### config.mk
export PLATFORM = sky130hd
export DESIGN_NAME = packet_forwarder
export DESIGN_NICKNAME = d
export VERILOG_FILES = /design/src/rtl/packet_forwarder.sv
export SDC_FILE = /design/constraint.sdc
export NUM_CORES = 1
export LEC_CHECK = 0
export CAP_MARGIN = 20
export CORE_AREA = 10 10 184 134
export CTS_CLUSTER_SIZE = 14
export DETAILED_ROUTE_END_ITERATION = 8
export DIE_AREA = 0 0 194 144
export HOLD_SLACK_MARGIN = 0.05
export PLACE_DENSITY = 0.81
export SLEW_MARGIN = 0
export SYNTH_ARGS = -nofsm -noshare
export SYNTH_HDL_FRONTEND = slang
export SYNTH_SLANG_ARGS = --single-unit
### constraint.sdc
create_clock -name clk -period 4.4 [get_ports clk]
set_input_delay 0.88 -clock clk [delete_from_list [all_inputs] [get_ports clk]]
set_output_delay 0.88 -clock clk [all_outputs]
set_load 0.02 [all_outputs]
### src/rtl/packet_forwarder.sv
// packet_forwarder: drains one buffered packet from packet memory as 64-bit
// AXI-Stream beats and releases the buffer with a one-cycle done pulse.
module packet_forwarder #(
    parameter int ADDR_WIDTH = 10,
    parameter int LEN_WIDTH  = ADDR_WIDTH + 4
) (
    input  logic                  clk,
    input  logic                  rst,
    input  logic                  ready_for_forwarder,
    input  logic [LEN_WIDTH-1:0]  pkt_len,
    output logic [ADDR_WIDTH-1:0] forwarder_rd_addr,
    output logic                  forwarder_rd_en,
    input  logic [63:0]           forwarder_rd_data,
    output logic                  forwarder_done,
    output logic [63:0]           m_tdata,
    output logic [7:0]            m_tkeep,
    output logic                  m_tlast,
    output logic                  m_tvalid,
    input  logic                  m_tready,
    output logic [31:0]           pkt_count
);
    localparam int DATA_W = 64;
    localparam int WORD_W = ADDR_WIDTH + 1;
    localparam logic [LEN_WIDTH-1:0] MAX_LEN = LEN_WIDTH'(8) << ADDR_WIDTH;

    // Lengths beyond the buffer size are clamped to a full buffer.
    function automatic logic [LEN_WIDTH-1:0] sat_len(input logic [LEN_WIDTH-1:0] len);
        return (len > MAX_LEN) ? MAX_LEN : len;
    endfunction

    function automatic logic [7:0] tail_keep(input logic [2:0] rem);
        return (rem == 3'd0) ? 8'hFF : 8'((9'd1 << rem) - 9'd1);
    endfunction

    typedef enum logic [1:0] {IDLE, STREAM, DONE, COOL} state_t;

    state_t                  state, state_nxt;
    logic [WORD_W-1:0]       words_q;
    logic [WORD_W-1:0]       issued_q;
    logic [7:0]              lastkeep_q;
    logic [ADDR_WIDTH-1:0]   addr_hold_q;
    logic [LEN_WIDTH-1:0]    len_sat;
    logic [LEN_WIDTH-1:0]    len_rnd;
    logic [WORD_W-1:0]       words_d;
    logic                    issue;
    logic                    pop;
    logic                    credit_ok;
    logic [2:0]              occupancy;

    logic                    vld_p1;
    logic                    last_p1;

    logic [DATA_W-1:0]       fifo_data [2];
    logic [1:0]              fifo_last;
    logic                    wr_ptr;
    logic                    rd_ptr;
    logic [1:0]              fifo_cnt;

    assign len_sat = sat_len(pkt_len);
    assign len_rnd = len_sat + LEN_WIDTH'(7);
    assign words_d = WORD_W'(len_rnd >> 3);

    assign pop       = m_tvalid & m_tready;
    assign occupancy = {1'b0, fifo_cnt} + {2'b00, vld_p1};
    // A word leaving this cycle frees a slot for a read issued this cycle.
    assign credit_ok = occupancy < (3'd2 + {2'b00, pop});

    always_comb begin
        state_nxt      = state;
        issue          = 1'b0;
        forwarder_done = 1'b0;
        case (state)
            IDLE: begin
                if (ready_for_forwarder) begin
                    state_nxt = (pkt_len != '0) ? STREAM : DONE;
                end
            end
            STREAM: begin
                issue = (issued_q < words_q) && credit_ok;
                if (pop && m_tlast) begin
                    state_nxt = DONE;
                end
            end
            DONE: begin
                forwarder_done = 1'b1;
                state_nxt      = COOL;
            end
            COOL: state_nxt = IDLE;
            default: state_nxt = IDLE;
        endcase
        if (rst) begin
            issue          = 1'b0;
            forwarder_done = 1'b0;
        end
    end

    assign forwarder_rd_en   = issue;
    assign forwarder_rd_addr = issue ? issued_q[ADDR_WIDTH-1:0] : addr_hold_q;

    always_ff @(posedge clk) begin
        if (rst) begin
            state       <= IDLE;
            words_q     <= '0;
            issued_q    <= '0;
            lastkeep_q  <= '0;
            addr_hold_q <= '0;
            vld_p1      <= 1'b0;
            last_p1     <= 1'b0;
            fifo_last   <= '0;
            wr_ptr      <= 1'b0;
            rd_ptr      <= 1'b0;
            fifo_cnt    <= '0;
            pkt_count   <= '0;
        end else begin
            state <= state_nxt;
            if (state == IDLE && ready_for_forwarder) begin
                words_q    <= words_d;
                lastkeep_q <= tail_keep(len_sat[2:0]);
                issued_q   <= '0;
            end else if (issue) begin
                issued_q <= issued_q + WORD_W'(1);
            end
            if (issue) begin
                addr_hold_q <= issued_q[ADDR_WIDTH-1:0];
            end
            // Stage p1: read data returns one cycle after the strobe.
            vld_p1  <= issue;
            last_p1 <= issue && (issued_q == words_q - WORD_W'(1));
            if (vld_p1) begin
                fifo_last[wr_ptr] <= last_p1;
                wr_ptr            <= ~wr_ptr;
            end
            if (pop) begin
                rd_ptr <= ~rd_ptr;
            end
            fifo_cnt <= fifo_cnt + {1'b0, vld_p1} - {1'b0, pop};
            if (state == DONE) begin
                pkt_count <= pkt_count + 32'd1;
            end
        end
    end

    always_ff @(posedge clk) begin
        if (vld_p1) begin
            fifo_data[wr_ptr] <= forwarder_rd_data;
        end
    end

    // Stage p2: FIFO head presented on the stream; idle outputs read as zero.
    assign m_tvalid = (fifo_cnt != 2'd0);
    assign m_tdata  = m_tvalid ? fifo_data[rd_ptr] : '0;
    assign m_tlast  = m_tvalid & fifo_last[rd_ptr];
    assign m_tkeep  = !m_tvalid ? 8'h00 : (fifo_last[rd_ptr] ? lastkeep_q : 8'hFF);

endmodule

# After elaboration in Yosys (flattened, before gate mapping)
# Memory sizes are Yosys's and may differ from the RTL's. A register that Yosys moved wholly into a read port is not among the register bits.
# Cells that the tools add are included.
[totals]
latch_bits = 0
reg_bits = 82
output_inout_bits = 118
mem_bits_ro = 0
n_memories = 1
ram_bits = 128
inputBits = 82
[mem_list]
columns = ["memory", "words", "width", "rd", "rd_clocked_by_memory_dff", "wr", "line_no", "text"]
rows = [
  ["fifo_data", 2, 64, 1, 1, 1, "53", "logic [DATA_W-1:0] fifo_data [2];"],
]
[op_classes]
n_addsub = 9
div = 0
mul = 0
muxes = 23
n_eq_ne = 6
n_lt_le_gt_ge = 6
n_reduce_logical = 11
shifts = 1
n_bitwise = 4
[op_table]
columns = ["operator", "count"]
rows = [
  ["$mux 64", 1],
  ["$add 32x1->32 const B", 1],
  ["$mux 8", 3],
  ["$add 14x3->14 const B", 1],
  ["$gt 14x14->1 const B", 1],
  ["$mux 14", 1],
  ["$reduce_bool 14->1", 1],
  ["$add 11x1->11 const B", 1],
  ["$eq 11x11->1", 1],
  ["$lt 11x11->1", 1],
  ["$mux 1", 11],
  ["$sub 11x1->11 const B", 1],
  ["$mux 10", 1],
  ["$pmux 2 s4", 1],
  ["$shl 1x3->8 const A", 1],
  ["$sub 8x1->8 const B", 1],
  ["$mux 2", 3],
  ["$logic_and 1x1->1", 5],
  ["$eq 2x2->1 const B", 2],
  ["$lt 1x2->1 const B", 2],
  ["$ne 2x2->1 const B", 2],
  ["$add 2x1->3", 1],
  ["$add 2x1->3 const A", 1],
  ["$logic_not 3->1", 1],
  ["13 further kinds", 15],
]

# Longest topological paths before layout
[logic_depth]
ltp_word = 8
mapped_depth = 10
ltp_nobuf = 8

# Least setup slack after synthesis
# No wires, ideal clock.
[synth_timing]
kind = "register to register"
from = "register vld_p1"
to = "register fifo_last[0]"
arrival_ns = 3.730
required_ns = 4.272
stages_incl_launch_ff = 4
setup_ns = 0.128
setup_slack_ns = 0.543
n_path_buf = 0
path_cell_list = "dfxtp_1 nor2b_1 mux2i_1 nor2_1"
[synth_lines]
columns = ["element", "line_no", "text"]
rows = [
  ["start, declared", "50", "logic vld_p1;"],
  ["start signal, assigned", "127", "vld_p1 <= issue;"],
  ["end signal, assigned by index", "130", "fifo_last[wr_ptr] <= last_p1;"],
  ["end, declared", "54", "logic [1:0] fifo_last;"],
]

# Worst setup path in the final report
[layout_timing]
from = "register words_q[5]"
to = "output forwarder_rd_addr[6]"
[layout_via]
elab_chain_cells = 5
[layout_rtl]
columns = ["element", "line_no", "text"]
rows = [
  ["start, declared", "38", "logic [WORD_W-1:0] words_q;"],
  ["start signal, assigned", "117", "words_q <= words_d;"],
  ["$lt 11x11->1", "79", "issue = (issued_q < words_q) && credit_ok;"],
  ["$logic_and 1x1->1", "79", ""],
  ["$mux 1", "72", "case (state)"],
  ["$mux 1", "91", "if (rst) begin"],
  ["$mux 10", "-", ""],
  ["end, declared", "11", "output logic [ADDR_WIDTH-1:0] forwarder_rd_addr,"],
]
# Every way passes these cells.

==> results.json <==
{
  "antenna_found_initial": 3,
  "syn-cell-area_sq_um": 9330,
  "drc": 0,
  "cts_buffer_depth": 3,
  "die_width_microns": 194,
  "overflow": 0,
  "gp_congestion": 0.881,
  "final_cell_mix": "clkdlybuf4s50_1 (198), nor2_1 (138), edfxtp_1 (128)",
  "cap_violations": 0,
  "min_path_type": "flop to flop",
  "final_nets": 1130,
  "synthArstFlopShare": 0,
  "wire_per_inst_microns": 17.7,
  "rr_startpoint": "issued_q[1]$_SDFFE_PP0P_",
  "dpl.cell_count": 1280,
  "final_common_cell": "clkdlybuf4s50_1",
  "ys_ff_latch": 211,
  "post_drt_via_cell_ratio": 5.28,
  "cts_inserted_buffers": 23,
  "fmax_mhz": 245,
  "p_leak_nw": 4.27,
  "critPathLaunchType": "flop",
  "ir_worst_vdd_uv": 259,
  "grt_setup_unrepaired": "false",
  "ys_seq_area_frac": 0.590,
  "start_util": 0.438,
  "hold_depth": 2,
  "worst_pin_slew_ns": 0.894,
  "track_usage": 0.158,
  "rows": 45,
  "cts_num_sinks": 211,
  "clockRootBuffer": "clkbuf_16",
  "grt_pass1_wl_mm": 36.3,
  "clock_skew_ns": 0.0215,
  "synth-edff-count": 128,
  "cts_resized": 0,
  "tns_ns": 0,
  "die_area_sq_um": 27900,
  "drtPass1Iterations": 5,
  "grt_pass1_vias": 6810,
  "drive_gt1_frac": 0.0538,
  "clk_pin_slew_ns": 0.06,
  "whs_endpoint": "lastkeep_q[0]$_SDFFE_PP0P_",
  "r2r_end": "issued_q[8]$_SDFFE_PP0P_",
  "wl_mm": 23.5,
  "first_iter_violations": 423,
  "syn_inst": 833,
  "core-area_sq_um": 21300,
  "rrSetupSlack_ns": 1.78,
  "status": "finished clean",
  "area_growth_pct": 32.5,
  "slew_violations": 0,
  "reg2reg_depth": 8,
  "vias": 6980,
  "slew_headroom": 0.399,
  "cts_tree": "yes",
  "min-delay-start": "lastkeep_q[0]$_SDFFE_PP0P_",
  "critPathMaxFanout": 19,
  "setup_viol": 0,
  "fin_crit_sh": 0.929,
  "grt_max_degree": 75,
  "syn-num-nets": 940,
  "final_hold_viol_count": 0,
  "instances_no_fill": 1323,
  "ios": 200,
  "criticalPathCategory": "flop to output pin",
  "avgSynthCellArea_sq_um": 11.2,
  "port_buffers": 199,
  "dp_hpwl_mm": 16.5,
  "worstPathRequired_ns": 3.52,
  "dieHeight_microns": 144,
  "synth.distinct_cells": 56,
  "yosysWarnings": 0,
  "post-cts-setup-buffer-count": 0,
  "h-tree-depth": 1,
  "cp-end-kind": "output pin",
  "power.density_nw_per_um2": 544,
  "ant_nets": 0,
  "cts_hold_buf": 0,
  "ys.flop_type": "edfxtp_1",
  "worst_ep_arrival_time_ns": 3.21,
  "insertion_delay_ns": 0.51,
  "finalCriticalPeriod_ns": 4.09
}
-- layer usage --
layer | vias to the layer above | GRT usage | share of wire
met4 | 4 | 0.0428 | 0.024
met5 | - | 0 | 0.0012
met3 | 36 | 0.0525 | 0.083
met2 | 242 | 0.257 | 0.47
li1 | 3371 | - | -
met1 | 3327 | 0.198 | 0.43
-- flip-flops by register name (all words and copies together), names as in the netlist, 8 cells and up, named ones only --
signal / count
fifo_data: 128
pkt_count: 32
issued_q: 11
words_q: 11
addr_hold_q: 10
lastkeep_q: 8
-- through the flow --
step	cell area, sq um	hold slack (ns)	worst slack [ns]	power (W)	utilization
floorplan	9330	0.432	0.543	0.00385	-
global placement	11600	0.443	0.477	0.00480	0.545
detailed placement	11600	0.450	0.410	0.00483	0.545
CTS	12400	0.478	0.333	0.00679	0.581
global route	12400	0.491	0.111	0.00706	0.581
finish	12400	0.472	0.313	0.00673	0.581
-- critical path, stage by stage (launching register included) --
cell	delay [ns]
dfxtp_1	0.49
inv_1	0.10
ha_1	0.31
nand4_1	0.10
a21oi_1	0.21
o21a_1	0.56
o21ai_0	0.22
nand2_1	0.10
clkdlybuf4s50_1	0.60
-- cell families (layout without fill, tap and decap cells) --
kind of cell,Yosys count,after routing,share of synthesized area
XOR/XNOR,48,48,0.0451
AND/OR/NAND/NOR,293,293,0.154
buffers and inverters,75,282,0.0314
adder cells (fa/ha/maj),25,25,0.0335
flip-flops,211,211,0.590
AO/OA/AOI/OAI,114,114,0.0739
multiplexers,67,67,0.0719
other,0,1,0
-- synthesized netlist by cell type, types with 10 or more instances --
library cell  count  area share
a211oi_1         14       0.011
a21oi_1          38       0.020
buf_1            10      0.0040
clkbuf_1         30       0.012
dfxtp_1          83        0.18
edfxtp_1        128        0.41
ha_1             25       0.034
inv_1            30       0.012
mux2i_1          67       0.072
nand2_1          34       0.014
nand3_1          25       0.013
nand4_1          14      0.0094
nor2_1          139       0.056
nor3_1           11      0.0059
o21ai_0          30       0.016
or3_1            11      0.0074
xnor2_1          23       0.022
xor2_1           25       0.023
-- report_power, final --
| part | total, W | leakage, nW | switching (W) | internal [W] |
|---|---|---|---|---|
| Sequential | 0.00248 | 1.83 | 0.000173 | 0.00231 |
| Clock | 0.00195 | 0.375 | 0.000750 | 0.00120 |
| Combinational | 0.00230 | 2.06 | 0.00132 | 0.000980 |
| Total | 0.00673 | 4.27 | 0.00224 | 0.00449 |
-- area by class of cell --
class	instances	area, sq um
Antenna cell	1	2.50
Sequential cell	211	5510
Inverter	30	113
Fill cell	1750	8920
Clock inverter	9	124
Tap cell	282	353
Multi-Input combinational cell	547	3550
Clock buffer	33	646
Timing Repair Buffer	210	2070
-- how the worst max path moves through the flow --
stage	to	startpoint	cells past startpoint	slack, ns
after global placement	forwarder_rd_addr[1]	m_tready	7	0.48
after detailed placement	forwarder_rd_addr[0]	m_tready	7	0.41
after floorplan	fifo_last[0]$_SDFFE_PP0P_	vld_p1$_SDFF_PP0_	3	0.54
final	forwarder_rd_addr[6]	words_q[5]$_SDFFE_PP0P_	8	0.31
after CTS	forwarder_rd_addr[0]	words_q[1]$_SDFFE_PP0P_	9	0.33
after global routing	forwarder_rd_addr[1]	words_q[5]$_SDFFE_PP0P_	8	0.11
Power figures use the tool's default switching activity.
